===== src/rtl/cpa_pkg.sv =====
// Shared types and default width for the pipelined carry-propagate adder.
package cpa_pkg;

    localparam int CPA_W = 8;

    typedef struct packed {
        logic [CPA_W:0] g;
        logic [CPA_W:1] p;
    } gp_t;

    typedef struct packed {
        logic [CPA_W-1:0] sum;
        logic             cout;
    } result_t;

endpackage


===== src/rtl/gp_carry_net.sv =====
// Combinational lookahead carry network: g/p vectors in, carries c[W:0] out.
module gp_carry_net #(
    parameter int W = 8
) (
    input  logic [W:0] g_i,
    input  logic [W:1] p_i,
    output logic [W:0] c_o
);

    logic [W:0] carry;

    always_comb begin
        carry    = '0;
        carry[0] = g_i[0];
        for (int k = 1; k <= W; k++) begin
            carry[k] = g_i[k] | (p_i[k] & carry[k-1]);
        end
    end

    assign c_o = carry;

endmodule


===== src/rtl/cpa_pipe_adder.sv =====
// Elastic two-stage adder: S1 registers generate/propagate, S2 registers sum/cout.
// Define CPA_OVF_EN to add the registered signed-overflow output ovf.
module cpa_pipe_adder
    import cpa_pkg::*;
#(
    parameter int W = CPA_W
) (
    input  logic         clk,
    input  logic         rst_n,
    input  logic         in_valid,
    output logic         in_ready,
    input  logic [W-1:0] a,
    input  logic [W-1:0] b,
    input  logic         cin,
    output logic         out_valid,
    input  logic         out_ready,
    output logic [W-1:0] sum,
    output logic         cout
`ifdef CPA_OVF_EN
    ,
    output logic         ovf
`endif
);

    // Same layout as the package gp_t, sized by this instance's W.
    typedef struct packed {
        logic [W:0] g;
        logic [W:1] p;
    } gp_w_t;

    gp_w_t        gp_d, gp_q;
    logic         s1_valid_d, s1_valid_q;
    logic         s2_valid_d, s2_valid_q;
    logic [W-1:0] sum_d, sum_q;
    logic         cout_d, cout_q;
    logic [W:0]   c;
    logic         s1_load;
    logic         s2_adv;
`ifdef CPA_OVF_EN
    logic         ovf_d, ovf_q;
`endif

    assign s2_adv   = s1_valid_q & (~s2_valid_q | out_ready);
    assign in_ready = ~s1_valid_q | s2_adv;
    assign s1_load  = in_valid & in_ready;

    assign gp_d.g = {a & b, cin};
    assign gp_d.p = a ^ b;

    gp_carry_net #(
        .W (W)
    ) u_carry_net (
        .g_i (gp_q.g),
        .p_i (gp_q.p),
        .c_o (c)
    );

    // p[i+1] lines up with c[i] once both are taken LSB-first.
    assign sum_d  = gp_q.p ^ c[W-1:0];
    assign cout_d = c[W];
`ifdef CPA_OVF_EN
    assign ovf_d  = c[W] ^ c[W-1];
`endif

    always_comb begin
        s1_valid_d = s1_valid_q;
        if (s1_load) begin
            s1_valid_d = 1'b1;
        end else if (s2_adv) begin
            s1_valid_d = 1'b0;
        end

        s2_valid_d = s2_valid_q;
        if (s2_adv) begin
            s2_valid_d = 1'b1;
        end else if (out_ready) begin
            s2_valid_d = 1'b0;
        end
    end

    always_ff @(posedge clk or negedge rst_n) begin
        if (!rst_n) begin
            s1_valid_q <= 1'b0;
            s2_valid_q <= 1'b0;
            gp_q       <= '0;
            sum_q      <= '0;
            cout_q     <= 1'b0;
`ifdef CPA_OVF_EN
            ovf_q      <= 1'b0;
`endif
        end else begin
            s1_valid_q <= s1_valid_d;
            s2_valid_q <= s2_valid_d;
            if (s1_load) begin
                gp_q <= gp_d;
            end
            if (s2_adv) begin
                sum_q  <= sum_d;
                cout_q <= cout_d;
`ifdef CPA_OVF_EN
                ovf_q  <= ovf_d;
`endif
            end
        end
    end

    assign out_valid = s2_valid_q;
    assign sum       = sum_q;
    assign cout      = cout_q;
`ifdef CPA_OVF_EN
    assign ovf       = ovf_q;
`endif

endmodule


===== config.mk =====
export PLATFORM = sky130hd
export DESIGN_NAME = cpa_pipe_adder
export DESIGN_NICKNAME = d
export VERILOG_FILES = /design/src/rtl/cpa_pkg.sv /design/src/rtl/gp_carry_net.sv /design/src/rtl/cpa_pipe_adder.sv
export SDC_FILE = /design/constraint.sdc
export NUM_CORES = 1
export LEC_CHECK = 0
export CAP_MARGIN = 20
export CORE_MARGIN = 3
export CORE_UTILIZATION = 52
export CTS_CLUSTER_SIZE = 10
export DETAILED_ROUTE_END_ITERATION = 7
export GPL_TIMING_DRIVEN = 0
export PLACE_DENSITY = 0.83
export SETUP_SLACK_MARGIN = 0.4
export SYNTH_ARGS = -nofsm -noshare
export SYNTH_HDL_FRONTEND = slang
export SYNTH_SLANG_ARGS = --single-unit

===== constraint.sdc =====
create_clock -name clk -period 9 [get_ports clk]
set_input_delay 1.8 -clock clk [delete_from_list [all_inputs] [get_ports clk]]
set_output_delay 1.8 -clock clk [all_outputs]
set_load 0.005 [all_outputs]

==> results.toml, run 1 <==
[route]
drc = 0
dr.pass1.iters = 4
drt-total-wl_um = 2370
routed-wl-met2_um = 1240
dr.max_layer_used = "met4"
drtAntennaViolNets = 0
wl_per_cell_um = 15.9
vias_per_cell = 5.23
drtIter0Drc = 19
num_vias = 780
wl_met1_um = 982
dr_wl_met3_um = 102

[run_status]
status = "completed"

[pwr]
power.density_nw_per_um2 = 199
p_leak_uw = 0.000833
max-vdd-ir-drop_mv = 0.153
p_total_uw = 350

[finish]
layout-drive-gt1-share_pct = 33.1
finish.utilization_pct = 75.2
multi_input_area_um2 = 643
fin_nets = 160
antennaDiodeCount = 0
fill_cells = 162
syn2layout_area_growth_pct = 29.0
fin_cells = 149
regArea_um2 = 701

[setup_path]
worstSetupEndpointType = "output port"
start_kind = "input port"
path_class = "input port to output port"
critPathRequiredTime_ns = 7.20
arrival_ns = 2.96
worst-path-max-fanout = 3

[sta]
relSlewSlack_pct = 52.1
hold_viol = 0
drv_slew = 0
period_minus_slack_ns = 4.76
period_share_pct = 52.9
setup_tns_ns = 0
worst_slew_pin_slew_ns = 0.716
rsz0062_at_grt = "no"
max_freq_mhz = 210
setup_viol = 0
setup_ws_ns = 4.24
clock_skew_ns = 0.00918

[place]
gp_congestion = 0.686
place_inst = 146
port_buffers = 31
dp_hpwl_um = 1850
dp_slack_ns = 4.24

[synth]
yosysUniqueCellTypes = 13
synth_mux_area_share_pct = 23.4
synth_top_family_by_area = "multiplexers"
syn_inst = 86
synth_top_area_cell = "dfrtp_1"
synthSimpleGateAreaFrac_pct = 8.26
synth-seq-cells = 28
avgSynthCellArea_um2 = 15.9
synth_seq_area_share_pct = 51.4
synthesis.yosys.warnings = 0
synth_top_cell_area_share_pct = 51.4
syn_area_um2 = 1360
netlist_top_cells_area = "dfrtp_1 51%, ha_1 15%, mux2_2 12%"
synth_xor_area_share_pct = 0
syn_nets = 123
synth-compound-area-share_pct = 0.826
synthAdderAreaFrac_pct = 14.7

[clock_tree]
clk_pin_slew_ns = 0.14
post_cts_buffers = 0
h-tree-depth = 1
clock_latency_ns = 0.32
cts_sinks = 28
tritoncts = "yes"
clock_path_buffers = 2
root_buffer = "clkbuf_4"
ctsHoldBuffers = 0
cts_resized = 0
cts_buffers = 3

[floorplan]
die_h_um = 57.2
fp.dieW_um = 57.2
rows = 17
pin_count = 32
dieArea_um2 = 3270
initial_core_util_pct = 58.3
core-area_um2 = 2340

[global_route]
grt_pass1_vias = 867
antenna_found_initial = 0
grt_pass1_wl_um = 4200
grt_max_degree = 17
grtUsageTotal_pct = 17.0
gr-total-overflow = 0

[min_path]
hold_path.class = "flip-flop to flip-flop"

[job]
maxCapViolations = 0
-- report_power, final --
group	internal (uW)	total, uW	switching, uW
clock network	15.7	50.4	34.7
logic	86.2	124	38.0
registers	158	176	17.9
-- final cells by class --
type                       count  share of cell area, %
timing repair buffer          32                   19.2
buffer                         1                   1.14
sequential                    28                   39.8
tap                           28                   1.99
clock buffer                   3                   1.28
multi-input combinational     57                   36.6
-- flip-flops by register name, summed over array words and instances, names as in the netlist --
register,count
gp_q,17
cout,1
out_valid,1
s1_valid_q,1
sum,8
-- path summary, 6_finish.rpt --
path,start,to,slack [ns],cells after the start
worst max-delay path,out_ready,in_ready,4.24,3
worst max register to register,gp_q[8]$_DFFE_PN0P_,sum[7]$_DFFE_PN0P_,4.73,16
worst min-delay path,sum[3]$_DFFE_PN0P_,sum[3]$_DFFE_PN0P_,0.52,1
min in group asynchronous,rst_n,out_valid$_DFFE_PN0P_,1.89,1
max in group asynchronous,rst_n,gp_q[1]$_DFFE_PN0P_,6.59,2
worst min register to register,sum[3]$_DFFE_PN0P_,sum[3]$_DFFE_PN0P_,0.52,1
-- placed cells by master, fill, tap and decap left out --
master	netlist	layout
nand2_8	1	1
or2_2	7	7
clkdlybuf4s50_1	0	31
nand3b_4	1	1
a31oi_1	1	1
mux2_4	10	10
dfrtp_1	28	28
nand2_2	1	1
buf_16	0	1
clkbuf_4	0	3
ha_1	16	16
a21oi_1	1	1
buf_12	1	1
mux2_2	15	15
nand2b_1	3	3
nor2_1	1	1
-- cell usage after synthesis, drive strengths merged --
master and n:
or2 7, ha 16, a31oi 1, a21oi 1, mux2 25, buf 1
dfrtp 28, nand2b 3, nand3b 1, nor2 1, nand2 2
-- worst max-delay path: stages --
cell             delay [ns]
clkdlybuf4s50_1        0.48
nand3b_4               0.17
clkdlybuf4s50_1        0.51
-- layer usage --
layer	GRT usage (%)	up-vias
met5	0	-
met4	7.95	0
met3	3.39	4
met2	28.9	20
met1	20.8	380
li1	-	376
-- cells by family (layout without fill, tap and decap cells) --
group | count (synthesis) | in the layout
AOI/OAI and AO/OA | 2 | 2
adders and majority gates | 16 | 16
buffers and inverters | 1 | 36
DFF | 28 | 28
muxes | 25 | 25
and+or+nand+nor | 14 | 14
-- stage by stage --
stage | cell area (um^2) | hold WS, ns
2_1_floorplan | 1360 | 0.470
3_3_place_gp | 1710 | 0.481
3_5_place_dp | 1740 | 0.491
4_1_cts | 1760 | 0.523
5_1_grt | 1760 | 0.546
6_report | 1760 | 0.519
(Power assumes the default switching activity.)
==> run 2: changes to the inputs <==
--- a/config.mk
+++ b/config.mk
@@ -7,11 +7,11 @@
 export LEC_CHECK = 0
 export CAP_MARGIN = 20
 export CORE_MARGIN = 3
-export CORE_UTILIZATION = 52
+export CORE_UTILIZATION = 44
 export CTS_CLUSTER_SIZE = 10
 export DETAILED_ROUTE_END_ITERATION = 7
 export GPL_TIMING_DRIVEN = 0
-export PLACE_DENSITY = 0.83
+export PLACE_DENSITY = 0.75
 export SETUP_SLACK_MARGIN = 0.4
 export SYNTH_ARGS = -nofsm -noshare
 export SYNTH_HDL_FRONTEND = slang
==> constraint.sdc (replaced) <==
create_clock -name clk -period 3.9 [get_ports clk]
set_input_delay 0.78 -clock clk [delete_from_list [all_inputs] [get_ports clk]]
set_output_delay 0.78 -clock clk [all_outputs]
set_load 0.005 [all_outputs]
==> run 2 against run 1 <==
Against the previous run: largest cell class is now multi-input combinational cells; non-clock buffer count grew 1; global-route usage shrank 2.6 points; critical path depth grew 13; largest power group unchanged; die area grew 16%; final area grew 8.9%; highest routed layer unchanged; count of clock-buffer cells in the layout is the same; core utilization shrank 8.0 points; total power grew to 2.7 times the previous value.
==> results.toml, run 2 (same netlist as run 1, synthesis figures left out) <==
[clock_tree]
clock_path_buffers = 2
h-tree-depth = 1
root_buffer = "clkbuf_4"
tritoncts = "yes"
clk_pin_slew_ns = 0.15
cts_sinks = 28
clock_latency_ns = 0.33
ctsHoldBuffers = 0
cts_buffers = 3

[setup_path]
worstSetupEndpointType = "flip-flop"
path_delay_family = "simple AND/OR/NAND/NOR gates"
worst-path-max-fanout = 2
cp.depth = 16
critPathMaxStageDelay_ns = 0.41
r2r_setup_slack_ns = 0.24
path_buf_inv = 0
path_cells = "ha_2, or2_4, ha_4, or2_4, ha_4, or2_4, ha_4, or2_4, ha_4, or2_4, ha_4, or2_4, ha_4, or2_4, ha_4, mux2_2"
crit_slowest_cell = "dfrtp_1"
arrival_ns = 3.90
reg2reg_depth = 16
critPathRequiredTime_ns = 4.14
start_kind = "flip-flop"
path_class = "flip-flop to flip-flop"

[global_route]
antenna_found_initial = 0
grt_pass1_vias = 835
grt_pass1_wl_um = 3890
grtUsageTotal_pct = 14.5
grt_max_degree = 17
gr-total-overflow = 0

[sta]
rsz0062_at_grt = "yes"
period_share_pct = 93.9
hold_viol = 0
clock_skew_ns = 0.00495
worst_slew_pin_slew_ns = 0.701
setup_tns_ns = 0
relSlewSlack_pct = 53.1
hold_slack_ns = 0.527
period_minus_slack_ns = 3.66
drv_slew = 0
setup_viol = 0
max_freq_mhz = 273

[floorplan]
pin_count = 32
dieArea_um2 = 3800
initial_core_util_pct = 47.8
die_h_um = 61.7
core-area_um2 = 2850
fp.dieW_um = 61.7
rows = 19

[job]
maxCapViolations = 0

[finish]
final_cell_mix = "31 x clkdlybuf4s50_1, 28 x dfrtp_1, 15 x mux2_2"
fin_nets = 161
fill_cells = 228
syn2layout_area_growth_pct = 40.5
final_area_um2 = 1920
mostFrequentLayoutCell = "clkdlybuf4s50_1"
finish.utilization_pct = 67.1
largest_register_ffs = 17
layout-drive-gt1-share_pct = 41.5
antennaDiodeCount = 0
largest_register = "gp_q"

[route]
drtIter0Drc = 17
num_vias = 794
drc = 0
dr.pass1.iters = 2
wl_per_cell_um = 15.6
drt-total-wl_um = 2400
drtAntennaViolNets = 0
vias_per_cell = 5.16

[place]
dp_hpwl_um = 1840
port_buffers = 31
place_area_um2 = 1850
gp_congestion = 0.694

[min_path]
hold_path.class = "flip-flop to flip-flop"
min_path_cells = 1

[pwr]
power.density_nw_per_um2 = 486
p_comb_share_pct = 35.4
internal-power_uw = 697
p_leak_uw = 0.000851
clockPowerShare_pct = 20.4
p_total_uw = 930
netSwitchingPower_uw = 234
p_seq_share_pct = 44.2
swShare_pct = 25.1
max-vdd-ir-drop_mv = 0.267

[run_status]
status = "completed"
==> run 2: cell types whose count changed in the layout (fill, tap and decap cells not counted) <==
cell,change
ha_2,+1
or2_2,-7
ha_1,-8
bufinv_16,+1
buf_4,+1
nor2_1,-1
or2_4,+7
ha_4,+7
nor2_4,+1
==> run 2: final timing paths <==
path                                     startpoint                   end
worst max-delay path            gp_q[0]$_DFFE_PN0P_    sum[7]$_DFFE_PN0P_
worst min-delay path             sum[1]$_DFFE_PN0P_    sum[1]$_DFFE_PN0P_
worst max register to register  gp_q[0]$_DFFE_PN0P_    sum[7]$_DFFE_PN0P_
worst min register to register   sum[1]$_DFFE_PN0P_    sum[1]$_DFFE_PN0P_
max in group asynchronous                     rst_n  gp_q[13]$_DFFE_PN0P_
min in group asynchronous                     rst_n  gp_q[16]$_DFFE_PN0P_
==> run 2: power by group through the flow <==
stage / registers, uW / clock network [uW] / logic, uW
floorplan: 415 / 0 / 166
global placement: 414 / 0 / 315
detailed placement: 417 / 0 / 331
CTS: 412 / 194 / 337
global route: 423 / 207 / 366
finish: 411 / 190 / 329
==> run 2: per-stage QoR <==
step	std cells	worst slack, ns
finish	154	0.236
global route	154	0.145
CTS	154	0.212
detailed placement	149	0.186
global placement	148	0.193
floorplan	86	0.257
==> run 2: cell type report <==
cell class	count	area, um^2	area share, %
Sequential cell	28	701	36.6
Tap cell	31	38.8	2.02
Buffer	1	20.0	1.05
Timing Repair Buffer	33	345	18.0
Multi-Input combinational cell	57	758	39.6
Clock inverter	1	30.0	1.57
Clock buffer	3	22.5	1.18
==> run 2: timing repair <==
item | CTS | global route
buffers inserted | 1 | 0
setup endpoints to repair | 2 | 2
pin swaps | 6 | 2
resized for setup | 1 | 1
==> run 2: per-layer routing <==
layer	track usage [%]	wire, um	vias up
li1	-	-	382
met1	20.3	1090	387
met2	22.0	1140	21
met3	2.31	131	4
met4	6.36	37	0
met5	0	0	-
